<file path="config.mk">
export PLATFORM = sky130hd
export DESIGN_NAME = maple_frame_assembler_flat
export DESIGN_NICKNAME = d
export VERILOG_FILES = /design/src/rtl/maple_frame_assembler_if.sv /design/src/rtl/maple_frame_assembler.sv /design/src/flat_wrapper.sv
export SDC_FILE = /design/constraint.sdc
export NUM_CORES = 1
export LEC_CHECK = 0
export BUFFER_PORTS_ARGS = -buffer_cell sky130_fd_sc_hd__buf_2
export CAP_MARGIN = 20
export CORE_MARGIN = 3
export CORE_UTILIZATION = 54
export DETAILED_ROUTE_END_ITERATION = 8
export PLACE_DENSITY_LB_ADDON = 0.2
export SYNTH_ARGS = -nofsm -noshare
export SYNTH_HDL_FRONTEND = slang
export SYNTH_SLANG_ARGS = --single-unit
</file>
<file path="constraint.sdc">
create_clock -name clk -period 2.1 [get_ports clk]
set_input_delay 0.42 -clock clk [delete_from_list [all_inputs] [get_ports clk]]
set_output_delay 0.42 -clock clk [all_outputs]
set_load 0.005 [all_outputs]
</file>
<file path="src/rtl/maple_frame_assembler_if.sv">
// Receiver-side byte strobes, payload stream and frame/header status of the Maple frame assembler.
interface maple_frame_assembler_if;
  logic       busy;
  logic       write;
  logic [7:0] data;
  logic       out_valid;
  logic [7:0] out_data;
  logic       out_last;
  logic       out_ready;
  logic       hdr_valid;
  logic [7:0] hdr_length;
  logic [7:0] hdr_sender;
  logic [7:0] hdr_recipient;
  logic [7:0] hdr_command;
  logic       frame_done;
  logic       frame_ok;
  logic       err_crc;
  logic       err_length;
  logic       err_overflow;

  modport master (
    output busy, write, data, out_ready,
    input  out_valid, out_data, out_last, hdr_valid,
    input  hdr_length, hdr_sender, hdr_recipient, hdr_command,
    input  frame_done, frame_ok, err_crc, err_length, err_overflow
  );

  modport slave (
    input  busy, write, data, out_ready,
    output out_valid, out_data, out_last, hdr_valid,
    output hdr_length, hdr_sender, hdr_recipient, hdr_command,
    output frame_done, frame_ok, err_crc, err_length, err_overflow
  );
endinterface

</file>
<file path="src/rtl/maple_frame_assembler.sv">
// Splits a Maple bus frame into header fields and a payload FIFO stream,
// checking the XOR checksum and frame length against the busy envelope.
module maple_frame_assembler #(
  parameter int unsigned FIFO_DEPTH = 16
) (
  input logic                    clk,
  input logic                    reset,
  maple_frame_assembler_if.slave bus
);

  localparam int unsigned AW  = $clog2(FIFO_DEPTH);
  localparam int unsigned CW  = AW + 1;
  localparam int unsigned PCW = 10;

  localparam logic [2:0] S_IDLE    = 3'd0;
  localparam logic [2:0] S_HEADER  = 3'd1;
  localparam logic [2:0] S_PAYLOAD = 3'd2;
  localparam logic [2:0] S_CRC     = 3'd3;
  localparam logic [2:0] S_TRAIL   = 3'd4;

  logic [2:0]     state_q, state_d;
  logic           busy_q;
  logic [1:0]     hcnt_q, hcnt_d;
  logic [PCW-1:0] pcnt_q, pcnt_d;
  logic [7:0]     xor_q, xor_d;
  logic [7:0]     hdr_length_q, hdr_length_d;
  logic [7:0]     hdr_sender_q, hdr_sender_d;
  logic [7:0]     hdr_recipient_q, hdr_recipient_d;
  logic [7:0]     hdr_command_q, hdr_command_d;
  logic           hdr_valid_q, hdr_valid_d;
  logic           frame_done_q, frame_done_d;
  logic           frame_ok_q, frame_ok_d;
  logic           err_crc_q, err_crc_d;
  logic           err_length_q, err_length_d;
  logic           err_overflow_q, err_overflow_d;

  logic [8:0]     mem_q [FIFO_DEPTH];
  logic [AW-1:0]  wr_ptr_q, wr_ptr_d;
  logic [AW-1:0]  rd_ptr_q, rd_ptr_d;
  logic [CW-1:0]  cnt_q, cnt_d;

  logic           rise_c, fall_c, acc_c;
  logic           push_req_c, push_last_c, push_c;
  logic           pop_c, full_c;
  logic [PCW-1:0] plast_c;

  assign rise_c  = bus.busy & ~busy_q;
  assign fall_c  = ~bus.busy & busy_q;
  assign acc_c   = bus.write & (state_q != S_IDLE);
  assign full_c  = (cnt_q == CW'(FIFO_DEPTH));
  assign pop_c   = (cnt_q != '0) & bus.out_ready;
  assign plast_c = PCW'({hdr_length_q, 2'b00}) - PCW'(1);

  // Frame sequencing: the accepted byte is processed before end of frame is evaluated
  always_comb begin
    state_d         = state_q;
    hcnt_d          = hcnt_q;
    pcnt_d          = pcnt_q;
    xor_d           = xor_q;
    hdr_length_d    = hdr_length_q;
    hdr_sender_d    = hdr_sender_q;
    hdr_recipient_d = hdr_recipient_q;
    hdr_command_d   = hdr_command_q;
    hdr_valid_d     = 1'b0;
    frame_done_d    = 1'b0;
    frame_ok_d      = frame_ok_q;
    err_crc_d       = err_crc_q;
    err_length_d    = err_length_q;
    err_overflow_d  = err_overflow_q;
    push_req_c      = 1'b0;
    push_last_c     = 1'b0;
    push_c          = 1'b0;

    case (state_q)
      S_IDLE: begin
        if (rise_c) begin
          state_d        = S_HEADER;
          hcnt_d         = '0;
          pcnt_d         = '0;
          xor_d          = '0;
          frame_ok_d     = 1'b0;
          err_crc_d      = 1'b0;
          err_length_d   = 1'b0;
          err_overflow_d = 1'b0;
        end
      end
      S_HEADER: begin
        if (acc_c) begin
          xor_d  = xor_q ^ bus.data;
          hcnt_d = hcnt_q + 2'd1;
          case (hcnt_q)
            2'd0:    hdr_length_d    = bus.data;
            2'd1:    hdr_sender_d    = bus.data;
            2'd2:    hdr_recipient_d = bus.data;
            default: begin
              hdr_command_d = bus.data;
              hdr_valid_d   = 1'b1;
              state_d       = (hdr_length_q != 8'd0) ? S_PAYLOAD : S_CRC;
            end
          endcase
        end
      end
      S_PAYLOAD: begin
        if (acc_c) begin
          xor_d       = xor_q ^ bus.data;
          pcnt_d      = pcnt_q + PCW'(1);
          push_req_c  = 1'b1;
          push_last_c = (pcnt_q == plast_c);
          if (push_last_c) state_d = S_CRC;
        end
      end
      S_CRC: begin
        if (acc_c) begin
          if (bus.data != xor_q) err_crc_d = 1'b1;
          state_d = S_TRAIL;
        end
      end
      S_TRAIL: begin
        if (acc_c) err_length_d = 1'b1;
      end
      default: state_d = S_IDLE;
    endcase

    // A full FIFO still takes the byte when the head leaves in the same cycle
    push_c = push_req_c & (~full_c | pop_c);
    if (push_req_c & ~push_c) err_overflow_d = 1'b1;

    if (fall_c && (state_q != S_IDLE)) begin
      if ((state_d == S_HEADER) || (state_d == S_PAYLOAD) || (state_d == S_CRC))
        err_length_d = 1'b1;
      frame_done_d = 1'b1;
      frame_ok_d   = ~(err_crc_d | err_length_d | err_overflow_d);
      state_d      = S_IDLE;
    end
  end

  // FIFO pointer and occupancy update
  always_comb begin
    wr_ptr_d = push_c ? wr_ptr_q + AW'(1) : wr_ptr_q;
    rd_ptr_d = pop_c  ? rd_ptr_q + AW'(1) : rd_ptr_q;
    case ({push_c, pop_c})
      2'b10:   cnt_d = cnt_q + CW'(1);
      2'b01:   cnt_d = cnt_q - CW'(1);
      default: cnt_d = cnt_q;
    endcase
  end

  // busy_q resets high so a busy level already present at release is not taken as a frame start
  always_ff @(posedge clk or negedge reset) begin
    if (!reset) begin
      state_q         <= S_IDLE;
      busy_q          <= 1'b1;
      hcnt_q          <= '0;
      pcnt_q          <= '0;
      xor_q           <= '0;
      hdr_length_q    <= '0;
      hdr_sender_q    <= '0;
      hdr_recipient_q <= '0;
      hdr_command_q   <= '0;
      hdr_valid_q     <= 1'b0;
      frame_done_q    <= 1'b0;
      frame_ok_q      <= 1'b0;
      err_crc_q       <= 1'b0;
      err_length_q    <= 1'b0;
      err_overflow_q  <= 1'b0;
      wr_ptr_q        <= '0;
      rd_ptr_q        <= '0;
      cnt_q           <= '0;
    end else begin
      state_q         <= state_d;
      busy_q          <= bus.busy;
      hcnt_q          <= hcnt_d;
      pcnt_q          <= pcnt_d;
      xor_q           <= xor_d;
      hdr_length_q    <= hdr_length_d;
      hdr_sender_q    <= hdr_sender_d;
      hdr_recipient_q <= hdr_recipient_d;
      hdr_command_q   <= hdr_command_d;
      hdr_valid_q     <= hdr_valid_d;
      frame_done_q    <= frame_done_d;
      frame_ok_q      <= frame_ok_d;
      err_crc_q       <= err_crc_d;
      err_length_q    <= err_length_d;
      err_overflow_q  <= err_overflow_d;
      wr_ptr_q        <= wr_ptr_d;
      rd_ptr_q        <= rd_ptr_d;
      cnt_q           <= cnt_d;
    end
  end

  always_ff @(posedge clk) begin
    if (push_c) mem_q[wr_ptr_q] <= {push_last_c, bus.data};
  end

  assign bus.out_valid     = (cnt_q != '0);
  assign bus.out_data      = mem_q[rd_ptr_q][7:0];
  assign bus.out_last      = (cnt_q != '0) & mem_q[rd_ptr_q][8];
  assign bus.hdr_valid     = hdr_valid_q;
  assign bus.hdr_length    = hdr_length_q;
  assign bus.hdr_sender    = hdr_sender_q;
  assign bus.hdr_recipient = hdr_recipient_q;
  assign bus.hdr_command   = hdr_command_q;
  assign bus.frame_done    = frame_done_q;
  assign bus.frame_ok      = frame_ok_q;
  assign bus.err_crc       = err_crc_q;
  assign bus.err_length    = err_length_q;
  assign bus.err_overflow  = err_overflow_q;

endmodule

</file>
<file path="src/flat_wrapper.sv">
// flat-port wrapper written by rule: the top's interface ports become plain ports
module maple_frame_assembler_flat 
#(
  parameter int unsigned FIFO_DEPTH = 16
)
  (clk, reset, bus_busy, bus_write, bus_data, bus_out_ready, bus_out_valid, bus_out_data, bus_out_last, bus_hdr_valid, bus_hdr_length, bus_hdr_sender, bus_hdr_recipient, bus_hdr_command, bus_frame_done, bus_frame_ok, bus_err_crc, bus_err_length, bus_err_overflow);
  maple_frame_assembler_if bus_i ();
  input logic clk;
  input logic reset;
  input wire logic [$bits(bus_i.busy)-1:0] bus_busy;
  input wire logic [$bits(bus_i.write)-1:0] bus_write;
  input wire logic [$bits(bus_i.data)-1:0] bus_data;
  input wire logic [$bits(bus_i.out_ready)-1:0] bus_out_ready;
  output wire logic [$bits(bus_i.out_valid)-1:0] bus_out_valid;
  output wire logic [$bits(bus_i.out_data)-1:0] bus_out_data;
  output wire logic [$bits(bus_i.out_last)-1:0] bus_out_last;
  output wire logic [$bits(bus_i.hdr_valid)-1:0] bus_hdr_valid;
  output wire logic [$bits(bus_i.hdr_length)-1:0] bus_hdr_length;
  output wire logic [$bits(bus_i.hdr_sender)-1:0] bus_hdr_sender;
  output wire logic [$bits(bus_i.hdr_recipient)-1:0] bus_hdr_recipient;
  output wire logic [$bits(bus_i.hdr_command)-1:0] bus_hdr_command;
  output wire logic [$bits(bus_i.frame_done)-1:0] bus_frame_done;
  output wire logic [$bits(bus_i.frame_ok)-1:0] bus_frame_ok;
  output wire logic [$bits(bus_i.err_crc)-1:0] bus_err_crc;
  output wire logic [$bits(bus_i.err_length)-1:0] bus_err_length;
  output wire logic [$bits(bus_i.err_overflow)-1:0] bus_err_overflow;
  assign bus_i.busy = bus_busy;
  assign bus_i.write = bus_write;
  assign bus_i.data = bus_data;
  assign bus_i.out_ready = bus_out_ready;
  assign bus_out_valid = bus_i.out_valid;
  assign bus_out_data = bus_i.out_data;
  assign bus_out_last = bus_i.out_last;
  assign bus_hdr_valid = bus_i.hdr_valid;
  assign bus_hdr_length = bus_i.hdr_length;
  assign bus_hdr_sender = bus_i.hdr_sender;
  assign bus_hdr_recipient = bus_i.hdr_recipient;
  assign bus_hdr_command = bus_i.hdr_command;
  assign bus_frame_done = bus_i.frame_done;
  assign bus_frame_ok = bus_i.frame_ok;
  assign bus_err_crc = bus_i.err_crc;
  assign bus_err_length = bus_i.err_length;
  assign bus_err_overflow = bus_i.err_overflow;
  maple_frame_assembler #(.FIFO_DEPTH(FIFO_DEPTH)) u_core (.clk(clk), .reset(reset), .bus(bus_i));
endmodule
</file>
==> flow_metrics.tcl, run 1 <==
set metrics [dict create \
    gp_congestion 0.844 \
    crit_path_cell_trace "buf_6, buf_12, mux4_2, mux4_2, buf_2" \
    core_area_sq_um 16800 \
    synth_enable_flop_cells 144 \
    failed_checks "setup timing" \
    worst_setup_path_end_kind "output port" \
    worst-endpoint-arrival_ns 2.36 \
    hpwlAfterDp_um 13200 \
    pnr_total_power_mw 14.8 \
    diodes 0 \
    tritoncts "built" \
    hold_violations 0 \
    cts_max_path_buffers 3 \
    fin_skew_ns 0.0157 \
    place_inst 896 \
    die_area_sq_um 19000 \
    worstMarginPinSlew_ns 0.621 \
    cp_slowest_stage_delay_ns 0.54 \
    netlist_area_sq_um 9400 \
    power_density_nw_per_um2 1280 \
    worst_hold_path_type "in2reg" \
    finalSetupTns_ns -12.15 \
    clock-root-buffer "sky130_fd_sc_hd__clkbuf_16" \
    total_leakage_power_nw 4.46 \
    synthFlopType "sky130_fd_sc_hd__edfxtp_1" \
    synth_cell_types 63 \
    synth_cells 579 \
    dr.pass1.iters 6 \
    critical_path_peak_fanout 8 \
    layout_setup_ws_ns -0.676 \
    grt_overflow_total 0 \
    die-height_um 138 \
    final_cell_mix "sky130_fd_sc_hd__edfxtp_1, sky130_fd_sc_hd__dfrtp_1, sky130_fd_sc_hd__buf_2, sky130_fd_sc_hd__mux4_2, sky130_fd_sc_hd__buf_4" \
    finalCritPeriodShare 1.32 \
    total_vias_in_the_final_route 5763 \
    status "finished, violations left" \
    worst-endpoint-required_ns 1.68 \
    drt-initial-drc-count 424 \
    grt_start_max_net_pins 76 \
    grt_setup_unrepaired "yes" \
    via_count_of_the_first_global_routing_pass 5825 \
    grt.total_usage 0.228 \
    seq_area_frac_synth 0.660 \
    drive_gt1_frac 0.407 \
    async_flop_share 0.342 \
    global_route_wire_length_before_repair_um 32700 \
    antenna_violating_nets_post_route 0 \
    critical_path.startpoint_type "register" \
    drv_slew 0 \
    yosys_warnings 0 \
    flow.area_growth_from_synthesis_pct 22.9 \
    finalSetupViolCount 97 \
    synth.net_count 607 \
    vias_per_cell 6.00 \
    path_clk_slew_ns 0.06 \
    cp_top_family "multiplexers" \
    num-nets-final 751 \
    syn_avg_cell_area_sq_um 16.2 \
    antenna_found_initial 0 \
    drv.max_cap_violation_count 0 \
    timing_worst_setup_path_type "reg2out" \
    setup_slack_at_placement_ns -0.255 \
    clock_sinks 219 \
    critical_path.most_common_cell "sky130_fd_sc_hd__mux4_2" \
    post_drt_wl_per_cell_um 23.4 \
    yosys_register_bits 219 \
    final_period_minus_worst_setup_slack_ns 2.78 \
    power.ir.vdd_worst_uv 857 \
    initial_core_util 0.559 \
    remaining_drc_errors 0 \
    die_w_um 138 \
    cp_num_buf_inv 3 \
    post_layout_nonfiller_instances 960 \
    ctsHtreeMaxLevel 1 \
    slowest_stage "sky130_fd_sc_hd__mux4_2" \
    clock_insertion_delay_worst_skew_ns 0.50 \
    numCtsBuffers 23 \
    drt_total_wl_um 22400 \
    port_buf_inserts 60 \
    achievable-frequency_mhz 360 \
    ioPinCount 61 \
    final_common_cell "sky130_fd_sc_hd__edfxtp_1" \
    slew_headroom 0.586 \
    placementRows 47 \
]
[metal layers]
metal	global-route usage	part of all wire	wire length [um]	vias to the layer above
met2	0.405	0.52	11600	235
met4	0.0554	0.020	459	0
met5	0	0	0	-
li1	-	-	-	2520
met1	0.302	0.40	9030	2976
met3	0.0298	0.058	1310	32
[synth_stat cells (13+ instances only)]
| library cell | count | share of area |
|---|---|---|
| sky130_fd_sc_hd__nand2_1 | 28 | 0.011 |
| sky130_fd_sc_hd__a21oi_1 | 14 | 0.0075 |
| sky130_fd_sc_hd__o21ai_0 | 22 | 0.012 |
| sky130_fd_sc_hd__edfxtp_1 | 144 | 0.46 |
| sky130_fd_sc_hd__dfrtp_1 | 74 | 0.20 |
| sky130_fd_sc_hd__mux4_2 | 45 | 0.11 |
| sky130_fd_sc_hd__mux2_2 | 33 | 0.040 |
| sky130_fd_sc_hd__nor2_1 | 27 | 0.011 |
| sky130_fd_sc_hd__and2_1 | 14 | 0.0093 |
| sky130_fd_sc_hd__nand3_1 | 13 | 0.0069 |
| sky130_fd_sc_hd__ha_1 | 14 | 0.019 |
| sky130_fd_sc_hd__inv_1 | 18 | 0.0072 |
| sky130_fd_sc_hd__xnor2_1 | 25 | 0.023 |
[kinds of logic after synthesis]
family	after synthesis	synth area share
flops	219	0.660
simple gates	133	0.0780
mux	82	0.153
compound gates	58	0.0382
buf+inv	40	0.0204
xor+xnor	32	0.0298
fa+ha+maj	15	0.0208
[area by class of cell]
type	instances	area, sq um
timing repair buffer	125	978
sequential	219	6200
clock buffer	28	594
clock inverter	14	113
fill	1148	5270
tap	220	275
inverter	18	70.1
multi-input combinational	336	3310
[timing repair]
action                     4_1_cts  5_1_grt
setup endpoints to repair       83      166
setup buffers                    7        9
resized for setup               37       32
pin swaps                        7       12
hold endpoints to repair        74        0
gates cloned                     5       13
hold buffers                     1        0
[power breakdown]
group          switching, mW  leakage, nW  internal (mW)
combinational           2.30         1.89           2.88
clock                   1.63        0.342           2.16
sequential             0.605         2.23           5.18
[state kept, by name (all words and copies together), names as in the netlist, 2 cells and up]
register / count
u_core.bus.hdr_command: 8
u_core.bus.hdr_length: 8
u_core.bus.hdr_recipient: 8
u_core.bus.hdr_sender: 8
u_core.cnt_q: 5
u_core.hcnt_q: 2
u_core.mem_q: 144
u_core.pcnt_q: 10
u_core.rd_ptr_q: 4
u_core.state_q: 3
u_core.wr_ptr_q: 4
u_core.xor_q: 8
[per-stage QoR]
| step | util | hold slack, ns | instance area [sq um] |
|---|---|---|---|
| final | 0.687 | 0.0520 | 11500 |
| after global routing | 0.687 | 0.0366 | 11500 |
| after CTS | 0.679 | 0.0314 | 11400 |
| after detailed placement | 0.630 | 0.469 | 10600 |
| after global placement | 0.630 | 0.463 | 10600 |
| after floorplan | - | 0.124 | 9460 |
[worst paths after layout]
path | start | to | depth (start not counted) | slack (ns)
setup / recovery | u_core.rd_ptr_q[0] | bus_out_data[5] | 5 | -0.68
hold / removal | bus_busy | u_core.busy_q | 1 | 0.05
setup reg to reg | u_core.cnt_q[3] | u_core.mem_q[5][4] | 7 | -0.11
hold reg to reg | u_core.bus.hdr_recipient[4] | u_core.bus.hdr_recipient[4] | 1 | 0.50
max in group asynchronous | reset | u_core.bus.hdr_sender[4] | 3 | 1.29
min in group asynchronous | reset | u_core.pcnt_q[2] | 3 | 0.45
No activity file was read; power rests on OpenSTA's default activity.
==> inputs of run 2 (changes only) <==
--- a/config.mk
+++ b/config.mk
@@ -7,6 +7,7 @@
 export LEC_CHECK = 0
 export BUFFER_PORTS_ARGS = -buffer_cell sky130_fd_sc_hd__buf_2
 export CAP_MARGIN = 20
+export CORE_ASPECT_RATIO = 0.9
 export CORE_MARGIN = 3
 export CORE_UTILIZATION = 54
 export DETAILED_ROUTE_END_ITERATION = 8
==> run 2 against run 1 <==
Compared with the run above: clock-buffer cell count is 3 lower; non-clock buffer count is 2 lower; final area is 0.17% higher; flip-flop and latch count stayed put; worst hold slack worse by 0.0084 ns; global-route usage is 0.56 points higher; clock skew is 0.0083 ns lower; critical path depth stayed put; via count is 0.35% higher; wire length is 2.0% higher; the run still ends with setup timing left; highest routed layer unchanged; die area hardly changed.
==> flow_metrics.tcl, run 2 (synthesis results as in run 1) <==
set metrics [dict create \
    ioPinCount 61 \
    port_buf_inserts 60 \
    grt_overflow_total 0 \
    hp-start "bus_busy" \
    via_count_of_the_first_global_routing_pass 5928 \
    timing_worst_setup_path_type "reg2out" \
    numCtsBuffers 23 \
    diodes 0 \
    grt.total_usage 0.234 \
    die_w_um 145 \
    comb_power_share 0.346 \
    ff2ff_path_depth 7 \
    worst-endpoint-arrival_ns 2.37 \
    slew_headroom 0.584 \
    layout_setup_ws_ns -0.690 \
    clock_sinks 219 \
    hold_violations 0 \
    largest_register "u_core.mem_q" \
    cellInternalPower_mw 10.5 \
    flow.area_growth_from_synthesis_pct 23.1 \
    final_period_minus_worst_setup_slack_ns 2.79 \
    ff2ff_setup_slack_ns -0.11 \
    largest_register_ffs 144 \
    p_seq_frac 0.382 \
    p_sw_mw 4.59 \
    holdWs_ns 0.0436 \
    antenna_violating_nets_post_route 0 \
    die_area_sq_um 19000 \
    worst-endpoint-required_ns 1.68 \
    core_area_sq_um 16900 \
    drt_total_wl_um 22900 \
    utilization 0.682 \
    power.ir.vdd_worst_uv 872 \
    total_leakage_power_nw 4.46 \
    grt_start_max_net_pins 34 \
    critical_path.startpoint_type "register" \
    pnr_total_power_mw 15.0 \
    finalSetupTns_ns -9.82 \
    drv.max_cap_violation_count 0 \
    antenna_found_initial 0 \
    placementRows 45 \
    final_common_cell "sky130_fd_sc_hd__edfxtp_1" \
    cp_slowest_stage_delay_ns 0.54 \
    slowest_stage "sky130_fd_sc_hd__mux4_2" \
    switching_share 0.305 \
    min_path_cells 1 \
    clock-root-buffer "sky130_fd_sc_hd__clkbuf_16" \
    gp_congestion 0.831 \
    cts_max_path_buffers 3 \
    die-height_um 131 \
    clock_insertion_delay_worst_skew_ns 0.50 \
    ctsHtreeMaxLevel 1 \
    post_drt_wl_per_cell_um 23.6 \
    proportion_of_power_drawn_by_the_clock_network 0.272 \
    tritoncts "built" \
    global_route_wire_length_before_repair_um 34700 \
    drv_slew 0 \
    remaining_drc_errors 0 \
    drive_gt1_frac 0.410 \
    rr_endpoint "u_core.mem_q[7][6]" \
    path_clk_slew_ns 0.06 \
    finalCritPeriodShare 1.33 \
    drt-initial-drc-count 372 \
    reg.largest.list "u_core.mem_q x144, u_core.pcnt_q x10" \
    hold-path-endpoint "u_core.busy_q" \
    regToRegStartpoint "u_core.cnt_q[3]" \
    vias_per_cell 5.96 \
    dr.pass1.iters 5 \
    achievable-frequency_mhz 358 \
    worstMarginPinSlew_ns 0.619 \
    hpwlAfterDp_um 13700 \
    power_density_nw_per_um2 1300 \
    num-nets-final 747 \
    critical_path_peak_fanout 10 \
    worst_setup_path_end_kind "output port" \
    final_cell_mix "sky130_fd_sc_hd__edfxtp_1, sky130_fd_sc_hd__dfrtp_1, sky130_fd_sc_hd__buf_2, sky130_fd_sc_hd__buf_4, sky130_fd_sc_hd__mux4_2" \
    finalSetupViolCount 78 \
    grt_setup_unrepaired "yes" \
    fin_skew_ns 0.00745 \
    crit_path_cell_trace "buf_12, buf_12, mux4_2, mux4_2, buf_2" \
    initial_core_util 0.554 \
    worst_hold_path_type "in2reg" \
    failed_checks "setup timing" \
    total_vias_in_the_final_route 5783 \
    status "finished, violations left" \
]
-- run 2: changes by cell type in the layout (fill, tap and decap cells not counted), sizes merged --
cell and change:
bufinv +2, inv -1, clkbuf -3, and4 -2
clkinvlp +2, buf -2
-- run 2: power by group through the flow --
stage / Clock (mW) / Sequential (mW) / Combinational, mW
global route: 4.30 / 5.83 / 5.66
floorplan: 0 / 5.70 / 3.08
CTS: 4.14 / 5.72 / 5.02
global placement: 0 / 5.73 / 4.65
detailed placement: 0 / 5.78 / 4.83
finish: 4.09 / 5.75 / 5.20
-- run 2: worst max-delay path by stage --
stage | from | endpoint | slack, ns | cells after the start
floorplan | u_core.cnt_q[1] | u_core.mem_q[10][0] | -0.005 | 6
global placement | u_core.rd_ptr_q[0] | bus_out_last | -0.13 | 5
detailed placement | u_core.rd_ptr_q[0] | bus_out_last | -0.15 | 5
CTS | u_core.rd_ptr_q[0] | bus_out_data[5] | -0.70 | 5
global route | u_core.rd_ptr_q[0] | bus_out_data[5] | -0.75 | 5
finish | u_core.rd_ptr_q[0] | bus_out_data[2] | -0.69 | 5
-- run 2: area by class of cell --
class                      instances  area (sq um)
sequential                       219          6200
fill                            1136          5380
multi-input combinational        334          3300
timing repair buffer             123           932
clock buffer                      25           583
tap                              235           294
clock inverter                    17           186
inverter                          18          70.1
-- run 2: worst max-delay path, delay by kind of cell (launching register included) --
kind / cells / cell delay, ns
mux: 2 / 1.04
buf+inv: 3 / 0.44
flops: 1 / 0.40
-- run 2: stage by stage --
stage / setup WS (ns) / cell area, sq um / cells
finish: -0.690 / 11600 / 971
global route: -0.752 / 11600 / 971
CTS: -0.704 / 11500 / 962
global placement: -0.130 / 10600 / 915
detailed placement: -0.153 / 10600 / 915
floorplan: -0.00544 / 9460 / 579
-- run 2: what timing repair did --
item	CTS	global route
pin swaps	8	9
gates resized for setup	34	24
setup endpoints to repair	83	156
hold buffers	1	0
setup buffers	4	4
endpoints found under the hold margin	30	0
gates cloned	4	11
-- run 2: routing by layer --
layer,wire [um],part of all wire,GRT usage
met1,9190,0.40,0.329
met2,11300,0.49,0.392
met3,1780,0.078,0.0355
met4,601,0.026,0.0554
met5,0,0,0
==> inputs of run 3 (changes only) <==
--- a/config.mk
+++ b/config.mk
@@ -7,7 +7,7 @@
 export LEC_CHECK = 0
 export BUFFER_PORTS_ARGS = -buffer_cell sky130_fd_sc_hd__buf_2
 export CAP_MARGIN = 20
-export CORE_ASPECT_RATIO = 0.9
+export CORE_ASPECT_RATIO = 0.6
 export CORE_MARGIN = 3
 export CORE_UTILIZATION = 54
 export DETAILED_ROUTE_END_ITERATION = 8
==> run 3 against run 2 <==
Compared with the run above: the run still ends with setup timing left; setup slack worse by 0.00065 ns; wire length up 0.83%; cell count down 1.5%; combinational power up 2%; die area up 0.26%; final area down 1.4%; worst hold slack better by 0.0063 ns; global-route usage up 1.4 points; fmax about the same; non-clock buffer count up 12.
==> flow_metrics.tcl, run 3 (synthesis results as in run 1) <==
set metrics [dict create \
    status "finished, violations left" \
    failed_checks "setup timing" \
    total_leakage_power_nw 4.38 \
    antenna_violating_nets_post_route 0 \
    worst-endpoint-required_ns 1.68 \
    grt_use_met2 0.379 \
    remaining_drc_errors 0 \
    grt.total_usage 0.247 \
    layout_setup_ws_ns -0.690 \
    reg.largest.list "u_core.mem_q x144, u_core.pcnt_q x10" \
    numCtsBuffers 20 \
    regToRegStartpoint "u_core.cnt_q[0]" \
    placementRows 36 \
    global_route_wire_length_before_repair_um 35000 \
    cts_max_path_buffers 3 \
    hpwlAfterDp_um 14900 \
    min_path_cells 1 \
    ff2ff_setup_slack_ns -0.04 \
    ioPinCount 61 \
    clock-root-buffer "sky130_fd_sc_hd__clkbuf_16" \
    crit_path_cell_trace "buf_12, buf_12, mux4_2, mux4_2, buf_2" \
    die_area_sq_um 19100 \
    initial_core_util 0.565 \
    rr_endpoint "u_core.cnt_q[4]" \
    gp_congestion 0.852 \
    holdWs_ns 0.0499 \
    final_common_cell "sky130_fd_sc_hd__edfxtp_1" \
    via_count_of_the_first_global_routing_pass 5782 \
    global_route_met1_usage 0.366 \
    design_area_sq_um 11400 \
    hold_violations 0 \
    clock_insertion_delay_worst_skew_ns 0.50 \
    path_clk_slew_ns 0.07 \
    flow.area_growth_from_synthesis_pct 21.3 \
    critical_path_peak_fanout 10 \
    num-nets-final 742 \
    drt_total_wl_um 23100 \
    finalSetupTns_ns -5.87 \
    hp-start "bus_busy" \
    core_area_sq_um 16600 \
    finalCritPeriodShare 1.33 \
    largest_register "u_core.mem_q" \
    drv.max_cap_violation_count 0 \
    cp_slowest_stage_delay_ns 0.52 \
    largest_register_ffs 144 \
    placement.cell_area_sq_um 10600 \
    die-height_um 108 \
    drv_slew 0 \
    slowest_stage "sky130_fd_sc_hd__mux4_2" \
    grt.busiest_layer "met2" \
    globalRouteMet3Util 0.0589 \
    worst-endpoint-arrival_ns 2.37 \
    total_vias_in_the_final_route 5719 \
    power_density_nw_per_um2 1280 \
    timing_worst_setup_path_type "reg2out" \
    clock_sinks 219 \
    die_w_um 176 \
    post_layout_nonfiller_instances 956 \
    grt_overflow_total 0 \
    port_buf_inserts 60 \
    drt-initial-drc-count 548 \
    setup_slack_at_placement_ns -0.183 \
    vias_per_cell 5.98 \
    grt_start_max_net_pins 42 \
    tritoncts "built" \
    antenna_found_initial 1 \
    final_period_minus_worst_setup_slack_ns 2.79 \
    place_inst 904 \
    slew_headroom 0.625 \
    power.ir.vdd_worst_uv 706 \
    critical_path.startpoint_type "register" \
    grt_setup_unrepaired "yes" \
    drive_gt1_frac 0.385 \
    dr.pass1.iters 5 \
    ctsHtreeMaxLevel 1 \
    worst_hold_path_type "in2reg" \
    post_drt_wl_per_cell_um 24.1 \
    diodes 0 \
    finalSetupViolCount 10 \
    ff2ff_path_depth 9 \
    worst_setup_path_end_kind "output port" \
    final_cell_mix "sky130_fd_sc_hd__edfxtp_1, sky130_fd_sc_hd__dfrtp_1, sky130_fd_sc_hd__buf_2, sky130_fd_sc_hd__buf_4, sky130_fd_sc_hd__mux4_2" \
    fin_skew_ns 0.0166 \
    worstMarginPinSlew_ns 0.563 \
    hold-path-endpoint "u_core.busy_q" \
    achievable-frequency_mhz 358 \
]
[run 3: changes by cell type in the layout (fill, tap and decap cells not counted), moves of 3 or more]
| cell | delta |
|---|---|
| sky130_fd_sc_hd__buf_4 | +6 |
| sky130_fd_sc_hd__nand2_4 | -3 |
| sky130_fd_sc_hd__nand2_2 | +3 |
| sky130_fd_sc_hd__buf_12 | +8 |
| sky130_fd_sc_hd__clkbuf_16 | -3 |
| sky130_fd_sc_hd__and2_1 | +4 |
| sky130_fd_sc_hd__clkbuf_1 | +4 |
| sky130_fd_sc_hd__and2_2 | +4 |
| sky130_fd_sc_hd__and2_4 | -20 |
[run 3: cell type report]
class,instances,area (sq um)
well taps,228,285
fillers,1106,5220
repair buffers,135,1100
clock buffers,27,548
inverters,18,70.1
multi-input cells,320,3100
flip-flops and latches,219,6200
clock inverters,9,96.3
[run 3: per-stage QoR]
stage	power [mW]	util
6_report	14.6	0.686
5_1_grt	15.4	0.686
4_1_cts	14.7	0.684
3_5_place_dp	10.8	0.636
3_3_place_gp	10.6	0.636
2_1_floorplan	8.78	-
[run 3: per-layer routing]
metal / vias up / share of wire
met4: 0 / 0.020
met2: 243 / 0.46
met5: - / 0
li1: 2472 / -
met3: 37 / 0.085
met1: 2967 / 0.44
[run 3: repair_timing]
item / in CTS / in global routing
setup endpoints to repair: 57 / 88
pin swaps: 2 / 5
buffers inserted: 14 / 2
resized for setup: 13 / 12
endpoints found under the hold margin: 38 / 0
hold buffers: 1 / 0
[run 3: where the power goes]
part	internal, mW	switching, mW	total, mW
registers	5.18	0.508	5.69
clock network	2.09	1.53	3.62
logic	2.92	2.41	5.33
total	10.2	4.45	14.6
[run 3: how the worst max path moves through the flow]
stage | from | to | slack, ns | cells past startpoint
2_1_floorplan | u_core.cnt_q[1] | u_core.mem_q[10][0] | -0.005 | 6
3_3_place_gp | u_core.rd_ptr_q[0] | bus_out_last | -0.15 | 5
3_5_place_dp | u_core.rd_ptr_q[0] | bus_out_data[4] | -0.18 | 5
4_1_cts | u_core.rd_ptr_q[0] | bus_out_data[6] | -0.71 | 5
5_1_grt | u_core.rd_ptr_q[0] | bus_out_data[6] | -0.74 | 5
6_report | u_core.rd_ptr_q[0] | bus_out_data[6] | -0.69 | 5
[run 3: critical path: cells and delay by family, from the launching register on]
kind / cells / cell delay, ns
buffers and inverters: 3 / 0.43
muxes: 2 / 1.02
DFF: 1 / 0.41
